**src/rtl/key_code_encoder.sv**
```systemverilog
// rtl/key_code_encoder.sv - ASCII byte to timed 4-bit key code pulses with gap and one-entry pending slot
module key_code_encoder #(
  parameter int PULSE_CYCLES = 1,
  parameter int GAP_CYCLES   = 1
) (
  input  logic       clk,
  input  logic       rst_n,
  input  logic [7:0] rx_data,
  input  logic       rx_valid,
  input  logic       ovr_clr,
  output logic [3:0] keyboard,
  output logic       busy,
  output logic       overrun
);

  typedef enum logic [1:0] {IDLE, EMIT, GAP} state_t;

  // Counter reload values: a pulse or gap of N cycles counts N-1 down to 0.
  localparam logic [7:0] PULSE_LOAD = 8'(PULSE_CYCLES - 1);
  localparam logic [7:0] GAP_LOAD   = 8'(GAP_CYCLES - 1);

  state_t     state, stateNext;
  logic [7:0] cnt, cntNext;
  logic [3:0] keyNext;
  logic [3:0] pendCode, pendCodeNext;
  logic       pendFull, pendFullNext;
  logic       overrunNext;
  logic       busyNext;
  logic [7:0] folded;
  logic [3:0] rxCode;
  logic       rxMapped;

  // Fold upper case to lower case and translate the byte into a key code.
  always_comb begin
    folded = rx_data;
    if (rx_data >= 8'h41 && rx_data <= 8'h5A) begin
      folded = rx_data | 8'h20;
    end
    case (folded)
      8'h20, 8'h0D: rxCode = 4'b1000;
      8'h77:        rxCode = 4'b0001;
      8'h73:        rxCode = 4'b0010;
      8'h61:        rxCode = 4'b0011;
      8'h64:        rxCode = 4'b0100;
      default:      rxCode = 4'b0000;
    endcase
    rxMapped = rx_valid && (rxCode != 4'b0000);
  end

  // Next-state, pulse timing, pending slot and overrun bookkeeping.
  always_comb begin
    stateNext    = state;
    cntNext      = cnt;
    keyNext      = keyboard;
    pendCodeNext = pendCode;
    pendFullNext = pendFull;
    overrunNext  = overrun & ~ovr_clr;
    case (state)
      IDLE: begin
        keyNext = 4'b0000;
        if (pendFull) begin
          // Slot drains first; a byte arriving now refills the freed slot.
          keyNext      = pendCode;
          cntNext      = PULSE_LOAD;
          stateNext    = EMIT;
          pendFullNext = rxMapped;
          if (rxMapped) begin
            pendCodeNext = rxCode;
          end
        end else if (rxMapped) begin
          keyNext   = rxCode;
          cntNext   = PULSE_LOAD;
          stateNext = EMIT;
        end
      end
      EMIT: begin
        if (cnt == 8'd0) begin
          keyNext   = 4'b0000;
          cntNext   = GAP_LOAD;
          stateNext = GAP;
        end else begin
          cntNext = cnt - 8'd1;
        end
        if (rxMapped) begin
          // Newest code wins; losing an unsent code is flagged.
          if (pendFull) begin
            overrunNext = 1'b1;
          end
          pendCodeNext = rxCode;
          pendFullNext = 1'b1;
        end
      end
      GAP: begin
        keyNext = 4'b0000;
        if (cnt == 8'd0 && pendFull) begin
          keyNext      = pendCode;
          cntNext      = PULSE_LOAD;
          stateNext    = EMIT;
          pendFullNext = rxMapped;
          if (rxMapped) begin
            pendCodeNext = rxCode;
          end
        end else begin
          if (cnt == 8'd0) begin
            stateNext = IDLE;
          end else begin
            cntNext = cnt - 8'd1;
          end
          if (rxMapped) begin
            if (pendFull) begin
              overrunNext = 1'b1;
            end
            pendCodeNext = rxCode;
            pendFullNext = 1'b1;
          end
        end
      end
      default: begin
        keyNext   = 4'b0000;
        stateNext = IDLE;
      end
    endcase
    busyNext = (stateNext != IDLE);
  end

  // State register with synchronous active-low reset; reset aborts any pulse.
  always_ff @(posedge clk) begin
    if (!rst_n) begin
      state    <= IDLE;
      cnt      <= 8'd0;
      keyboard <= 4'b0000;
      pendCode <= 4'b0000;
      pendFull <= 1'b0;
      overrun  <= 1'b0;
      busy     <= 1'b0;
    end else begin
      state    <= stateNext;
      cnt      <= cntNext;
      keyboard <= keyNext;
      pendCode <= pendCodeNext;
      pendFull <= pendFullNext;
      overrun  <= overrunNext;
      busy     <= busyNext;
    end
  end

endmodule

```
**config.mk**
```make
export PLATFORM = sky130hd
export DESIGN_NAME = key_code_encoder
export DESIGN_NICKNAME = d
export VERILOG_FILES = /design/src/rtl/key_code_encoder.sv
export SDC_FILE = /design/constraint.sdc
export NUM_CORES = 1
export LEC_CHECK = 0
export BUFFER_PORTS_ARGS = -buffer_cell sky130_fd_sc_hd__buf_2
export CAP_MARGIN = 10
export CORE_ASPECT_RATIO = 0.75
export CORE_MARGIN = 2
export CORE_UTILIZATION = 25
export CTS_CLUSTER_DIAMETER = 30
export CTS_CLUSTER_SIZE = 30
export DETAILED_ROUTE_END_ITERATION = 6
export PLACE_DENSITY_LB_ADDON = 0.3
export REMOVE_ABC_BUFFERS = 1
export SYNTH_ARGS = -nofsm -noshare
export SYNTH_HDL_FRONTEND = slang
export SYNTH_SLANG_ARGS = --single-unit
```
**constraint.sdc**
```tcl
create_clock -name clk -period 2.4 [get_ports clk]
set_input_delay 0.24 -clock clk [delete_from_list [all_inputs] [get_ports clk]]
set_output_delay 0.24 -clock clk [all_outputs]
set_load 0.01 [all_outputs]
```
==> flow_summary.ini, run 1 <==
[synth]
netlist_area_um2 = 1430
yosysWarnings = 0
synth_mux_area_frac = 0.04199
synth_top_family_by_area = compound AO/OA/AOI/OAI gates
synth_compound_area_frac = 0.3027
synthSimpleGateAreaFrac = 0.2528
synth_flop_cell = dfxtp_1
postSynthAreaPerCell_um2 = 7.990
synth-seq-cells = 21
synth_edf_count = 0
synth_top_cells_by_count = dfxtp_1 (21), nand2_1 (15), inv_1 (13), a21oi_1 (12)
yosysTopAreaCell = dfxtp_1
syn_inst = 179
synth.most_common_cell = dfxtp_1
yosys.area_share.xor_xnor = 0.006124
seq_area_frac_synth = 0.2940
synthAdderAreaFrac = 0.05249
synth_top_area_share = 0.2940
async_flop_share = 0
synthTopCellsByArea = dfxtp_1 (29%), ha_1 (5.2%), a31oi_1 (4.8%)
ys_types = 50

[detailed_routing]
route.detailed.drc = 0
first_pass_iters = 4
wl_um = 3627
vias = 1401
detail-route-antenna-nets = 0
drt_iter0_markers = 121
vias_per_cell = 5.113
wl_per_cell_um = 13.24

[critical_path]
crit_fanout = 6
worstSetupEndpointType = flop
criticalPathCategory = reg2reg
critPathLaunchType = flop
cp.arrival_ns = 2.47
required_ns = 2.60

[floorplan]
ios = 18
die_area_um2 = 6348
start_util = 0.2629
die_w_um = 91.34
core_um2 = 5439
die_height_um = 69.50
rows = 23

[global_route]
grt_max_degree = 26
antenna_found_initial = 0
grt_pass1_vias = 1271
track_usage = 0.1170
grt_first_pass_wirelength_um = 6127
overflow = 0

[timing]
whs_ns = 0.3283
slew_viol_final = 0
max_freq_mhz = 439.2
max_slew_margin = 0.6262
setup_viol = 0
tightest_slew_ns = 0.5602
fin_skew_ns = 0.004488
hold_viol = 0
post-route-period-util = 0.9487
fin_tns_setup_ns = 0
rsz0062_at_grt = no
final.min_clock_period_ns = 2.277

[placed_design]
numPortBuffers = 17
gp_congestion = 0.8022
place_hpwl_um = 2742
dpl-instance-area_um2 = 1624

[power_and_ir_drop]
swShare = 0.2658
power_per_cell_area_nw_per_um2 = 409.7
power_frac_clock = 0.344
p_int_uw = 502.5
pwr-share-seq = 0.515
total_power_uw = 684.4
leakagePower_uw = 0.0006263
combPwrFrac = 0.142
peakVddDrop_mv = 0.2390
p_sw_uw = 181.9

[clock_tree]
clk_path_buf_depth = 2
htreeDepth = 1
tritoncts = yes
numClockSinks = 21
cts-root-buf = clkbuf_8
clkTransAtPathRegs_ns = 0.08
post_cts_resized = 0
clk_latency_ns = 0.26
post_cts_buffers = 0
ctsHoldBuffers = 0
cts_buffers = 3

[final_layout]
layout-drive-gt1-share = 0.1910
final_nets = 218
syn_to_final_growth_pct = 16.80
utilization = 0.3071
insertedDiodeCount = 0
final_area_um2 = 1670

[outcome]
status = finished clean

[run]
cap_violations = 0

[worst_hold_path]
hold_path.class = in2reg
## final cells by class
class	instances	area, µm²
Clock inverter	1	5.005
Fill cell	567	3769
Multi-Input combinational cell	139	938.4
Sequential cell	21	420.4
Tap cell	75	93.84
Timing Repair Buffer	22	122.6
Inverter	13	48.80
Clock buffer	3	41.29
## cells in the final DEF (no fill, tap or decap), types with 3 or more instances in the layout
master / n
a21oi_1: 12
o211ai_1: 3
o21ai_0: 10
clkbuf_8: 3
nand2_1: 15
inv_1: 13
nand3_1: 10
dfxtp_1: 21
nor3_1: 6
a31oi_1: 11
buf_4: 5
ha_1: 6
nor2b_1: 6
buf_2: 17
nor2_1: 8
mux2i_1: 6
## layer usage
metal	global-route usage	vias to the layer above	share of wire	wire (µm)
met4	0.01515	0	0.0039	14
met1	0.1783	654	0.55	1988
li1	-	716	-	-
met3	0.03478	2	0.042	154
met2	0.1646	29	0.41	1469
met5	0	-	0	0
## sequential cells by signal, indices dropped and copies added, names as in the netlist
signal / flops
cnt: 8
keyboard: 4
pendCode: 4
state: 2
busy: 1
overrun: 1
pendFull: 1
## through the flow
stage | worst slack [ns] | instances
floorplan | 0.4273 | 173
global placement | 0.1990 | 270
detailed placement | 0.1395 | 270
CTS | 0.09433 | 274
global route | 0.005879 | 274
finish | 0.1232 | 274
## worst max-delay path: stages (launching register included)
cell and delay, ns:
dfxtp_1 0.38, inv_1 0.10, ha_1 0.19, nor4b_2 0.15
buf_4 0.15, a31oi_1 0.37, o21ai_1 0.23, or3b_2 0.50
mux2i_1 0.13
## power by group through the flow
stage               logic (µW)  registers (µW)  clock network (µW)
floorplan                 54.2             361                   0
global placement          95.4             360                   0
detailed placement        95.2             360                   0
CTS                       95.4             352                 249
global route               108             353                 261
finish                    96.9             352                 235
## worst paths after layout
check / start / to / slack (ns) / cells after the start
max reg2reg: cnt[0] / cnt[1] / 0.12 / 8
min reg2reg: pendCode[0] / keyboard[0] / 0.49 / 2
max: cnt[0] / cnt[1] / 0.12 / 8
min: rx_valid / keyboard[3] / 0.33 / 3
## cell families (layout without fill, tap and decap cells)
kind of cell             after synthesis  in the layout
flip-flops                            21             21
AO/OA/AOI/OAI                         61             61
AND/OR/NAND/NOR                       65             65
buffers and inverters                 19             39
adder cells (fa/ha/maj)                6              6
multiplexers                           6              6
XOR/XNOR                               1              1
Power figures use the tool's default switching activity.
==> inputs of run 2 (changes only) <==
CELL_PAD_IN_SITES_DETAIL_PLACEMENT = 2   (was unset)
CELL_PAD_IN_SITES_GLOBAL_PLACEMENT = 2   (was unset)
PLACE_DENSITY_LB_ADDON = 0.1   (was 0.3)
==> run 2 against run 1 <==
  * Count of clock-buffer cells in the layout stayed put
  * Combinational power is 7% higher
  * Maximum frequency is 6.2% higher
  * Clock power is 3% higher
  * Global-route usage is 4.3 points higher
  * Clock skew is 0.0011 ns lower
  * Sequential share of layout area is 0.26 points lower
  * Via count is 4.1% higher
  * Routed wire length is 31% higher
  * Die area stayed put
  * Sequential power hardly changed
  * Cell area is 1.0% higher
==> flow_summary.ini, run 2 (same netlist as run 1, synthesis figures left out) <==
[global_route]
track_usage = 0.1600
grt_first_pass_wirelength_um = 8155
antenna_found_initial = 0
grt_pass1_vias = 1616
grt_max_degree = 26
overflow = 0

[final_layout]
final_common_cell = dfxtp_1
layout-drive-gt1-share = 0.1990
fillers = 641
largest-register = cnt
seqCellArea_um2 = 420.4
multi_input_area_um2 = 938.4
largest_registers = cnt: 8 flops, keyboard: 4 flops, pendCode: 4 flops
insertedDiodeCount = 0
syn_to_final_growth_pct = 18.02
stdcell_count = 276
largest_register_ffs = 8
layout_common_cells = dfxtp_1 (21), buf_2 (17), nand2_1 (15)
final_nets = 220
utilization = 0.3103

[placed_design]
numPortBuffers = 17
dp.cells = 272
gp_congestion = 0.8530
place_hpwl_um = 3897

[floorplan]
die_height_um = 69.50
core_um2 = 5439
die_area_um2 = 6348
rows = 23
die_w_um = 91.34
start_util = 0.2629
ios = 18

[critical_path]
worstSetupEndpointType = flop
cp_cell_sequence = inv_1 -> ha_1 -> nor4b_2 -> buf_4 -> a21oi_1 -> o21ai_0 -> or3b_2 -> mux2i_1
required_ns = 2.60
cp.arrival_ns = 2.34
critPathLaunchType = flop
crit_fanout = 6
cp.buffers_inverters = 2
criticalPathCategory = reg2reg
slowest_delay_ns = 0.52
cp_slowest_cell = or3b_2
critPathTopFamily = simple AND/OR/NAND/NOR gates

[detailed_routing]
vias = 1459
first_pass_iters = 4
vias_per_cell = 5.286
wl_per_cell_um = 17.26
drt_iter0_markers = 39
wl_um = 4763
route.detailed.drc = 0
detail-route-antenna-nets = 0

[power_and_ir_drop]
peakVddDrop_mv = 0.2638
leakagePower_uw = 0.0006334
total_power_uw = 698.6
power_per_cell_area_nw_per_um2 = 413.9

[clock_tree]
cts_buffers = 3
htreeDepth = 1
tritoncts = yes
clk_latency_ns = 0.26
ctsHoldBuffers = 0
post_cts_buffers = 0
post_cts_resized = 0
cts-root-buf = clkbuf_8
clk_path_buf_depth = 2
numClockSinks = 21
clkTransAtPathRegs_ns = 0.08

[timing]
tightest_slew_ns = 0.6969
rsz0062_at_grt = no
setup_viol = 0
fin_tns_setup_ns = 0
max_slew_margin = 0.5349
whs_ns = 0.3072
max_freq_mhz = 466.2
fin_skew_ns = 0.003426
post-route-period-util = 0.8937
hold_viol = 0
slew_viol_final = 0
final.min_clock_period_ns = 2.145

[outcome]
status = finished clean

[run]
cap_violations = 0

[worst_hold_path]
hold_path.class = in2reg
## run 2: worst paths after layout
path	end	cells past startpoint	slack, ns	from
max	cnt[1]	8	0.26	cnt[0]
min	keyboard[3]	3	0.31	rx_valid
max reg2reg	cnt[1]	8	0.26	cnt[0]
min reg2reg	keyboard[0]	2	0.51	pendCode[0]
## run 2: per-layer routing
| layer | track usage | share of wire |
|---|---|---|
| met2 | 0.2634 | 0.46 |
| met1 | 0.2190 | 0.51 |
| met4 | 0.03199 | 0.011 |
| met3 | 0.03043 | 0.018 |
| met5 | 0 | 0 |
## run 2: worst register-to-register path: cells and delay by family, from the launching register on
| kind | cells | cell delay (ns) |
|---|---|---|
| buffers and inverters | 2 | 0.27 |
| and+or+nand+nor | 2 | 0.67 |
| AOI/OAI and AO/OA | 2 | 0.43 |
| muxes | 1 | 0.13 |
| adders and majority gates | 1 | 0.20 |
| DFF | 1 | 0.38 |
## run 2: final cells by class
type                    count  area share
repair buffers             24     0.08154
flip-flops and latches     21      0.2491
clock inverters             1    0.004448
clock buffers               3     0.02446
multi-input cells         139      0.5560
well taps                  75     0.05560
inverters                  13     0.02891
## run 2: report_power, final
part / switching, µW / leakage (µW) / internal [µW]
sequential: 1.52 / 0.000169 / 351
clock: 126 / 0.0000217 / 117
combinational: 66.0 / 0.000442 / 37.6
## run 2: metrics by stage
stage               area, µm²  setup WS [ns]
CTS                      1688         0.2493
floorplan                1408         0.4273
global route             1688        0.09895
global placement         1639         0.3703
finish                   1688         0.2551
detailed placement       1639         0.2747
==> inputs of run 3 (changes only) <==
MAX_ROUTING_LAYER = met4   (was unset)
==> run 3 against run 2 <==
  * Clock skew is 0.00087 ns higher
  * Worst hold slack about the same
  * Count of clock-buffer cells in the layout stayed put
  * Worst setup slack better by 0.0018 ns
  * Sequential share of layout area did not move
  * Clock power hardly changed
  * Sequential cell count unchanged
  * First-iteration DRC count rose by 13%
  * Via count decreased by 0.34%
  * Sequential power hardly changed
  * Utilization unchanged
  * Non-clock buffer count unchanged
  * Critical endpoint unchanged
==> flow_summary.ini, run 3 (same netlist as run 1, synthesis figures left out) <==
[final_layout]
insertedDiodeCount = 0
fillers = 641
layout-drive-gt1-share = 0.1990
final_nets = 220
multi_input_area_um2 = 938.4
layout_common_cells = dfxtp_1 (21), buf_2 (17), nand2_1 (15)
syn_to_final_growth_pct = 18.02
stdcell_count = 276
largest-register = cnt
final_common_cell = dfxtp_1
largest_registers = cnt: 8 flops, keyboard: 4 flops, pendCode: 4 flops
largest_register_ffs = 8
seqCellArea_um2 = 420.4

[detailed_routing]
wl_um = 4777
vias = 1454
wl_per_cell_um = 17.31
route.detailed.drc = 0
vias_per_cell = 5.268
drt_iter0_markers = 44
detail-route-antenna-nets = 0
first_pass_iters = 4

[critical_path]
criticalPathCategory = reg2reg
worstSetupEndpointType = flop
required_ns = 2.60
crit_fanout = 6
critPathLaunchType = flop
cp.arrival_ns = 2.34

[timing]
fin_skew_ns = 0.004300
rsz0062_at_grt = no
tightest_slew_ns = 0.7069
fin_tns_setup_ns = 0
setup_viol = 0
post-route-period-util = 0.8930
final.min_clock_period_ns = 2.143
max_slew_margin = 0.5283
max_freq_mhz = 466.6
hold_viol = 0
slew_viol_final = 0

[global_route]
grt_pass1_vias = 1619
grt_first_pass_wirelength_um = 8155
overflow = 0
grt_max_degree = 26
antenna_found_initial = 0
track_usage = 0.1645

[floorplan]
rows = 23
die_w_um = 91.34
start_util = 0.2629
core_um2 = 5439
die_area_um2 = 6348
ios = 18
die_height_um = 69.50

[clock_tree]
post_cts_resized = 0
clkTransAtPathRegs_ns = 0.08
post_cts_buffers = 0
htreeDepth = 1
cts_buffers = 3
numClockSinks = 21
cts-root-buf = clkbuf_8
ctsHoldBuffers = 0
clk_latency_ns = 0.26
tritoncts = yes
clk_path_buf_depth = 2

[power_and_ir_drop]
power_per_cell_area_nw_per_um2 = 414.5
swShare = 0.2774
leakagePower_uw = 0.0006334
combPwrFrac = 0.148
p_int_uw = 505.6
pwr-share-seq = 0.503
p_sw_uw = 194.1
power_frac_clock = 0.349
total_power_uw = 699.6
peakVddDrop_mv = 0.2638

[placed_design]
dp.cells = 272
gp_congestion = 0.8665
numPortBuffers = 17
place_hpwl_um = 3897

[worst_hold_path]
hold_path.class = in2reg

[run]
cap_violations = 0

[outcome]
status = finished clean
[run 3: cell counts in the layout (fill, tap and decap cells not counted)]
No cell type changed its count.
[run 3: area by class of cell]
class | count | area share
inverter | 13 | 0.02891
timing repair buffer | 24 | 0.08154
clock buffer | 3 | 0.02446
sequential | 21 | 0.2491
multi-input combinational | 139 | 0.5560
tap | 75 | 0.05560
clock inverter | 1 | 0.004448
[run 3: routing by layer]
| layer | share of wire | GRT usage | vias to the layer above |
|---|---|---|---|
| li1 | - | - | 715 |
| met1 | 0.51 | 0.2190 | 723 |
| met2 | 0.46 | 0.2634 | 12 |
| met3 | 0.019 | 0.03043 | 4 |
| met4 | 0.0098 | 0.03199 | 0 |
| met5 | 0 | - | - |
[run 3: path summary, 6_finish.rpt]
| path | startpoint | end | slack [ns] | cells after the start |
|---|---|---|---|---|
| hold reg to reg | pendCode[0] | keyboard[0] | 0.51 | 2 |
| setup / recovery | cnt[0] | cnt[1] | 0.26 | 8 |
| setup reg to reg | cnt[0] | cnt[1] | 0.26 | 8 |
| hold / removal | rx_valid | keyboard[3] | 0.31 | 3 |
[run 3: worst max-delay path, stage by stage (launching register included)]
cell and delay [ns]:
dfxtp_1 0.38, inv_1 0.11, ha_1 0.20, nor4b_2 0.15
buf_4 0.16, a21oi_1 0.19, o21ai_0 0.24, or3b_2 0.52
mux2i_1 0.13
[run 3: power by group through the flow]
stage	logic, µW	registers [µW]	clock network, µW
after floorplan	54.2	361	0
after global placement	100	360	0
after detailed placement	103	361	0
after CTS	104	352	263
after global routing	115	353	277
final	104	352	244
[run 3: per-stage QoR]
stage | hold slack [ns] | cell area [µm²] | setup WS, ns | utilization
global placement | 0.4780 | 1639 | 0.3703 | 0.3014
finish | 0.3071 | 1688 | 0.2569 | 0.3103
CTS | 0.3041 | 1688 | 0.2493 | 0.3103
floorplan | 0.3575 | 1408 | 0.4273 | -
detailed placement | 0.5005 | 1639 | 0.2747 | 0.3014
global route | 0.3296 | 1688 | 0.09894 | 0.3103
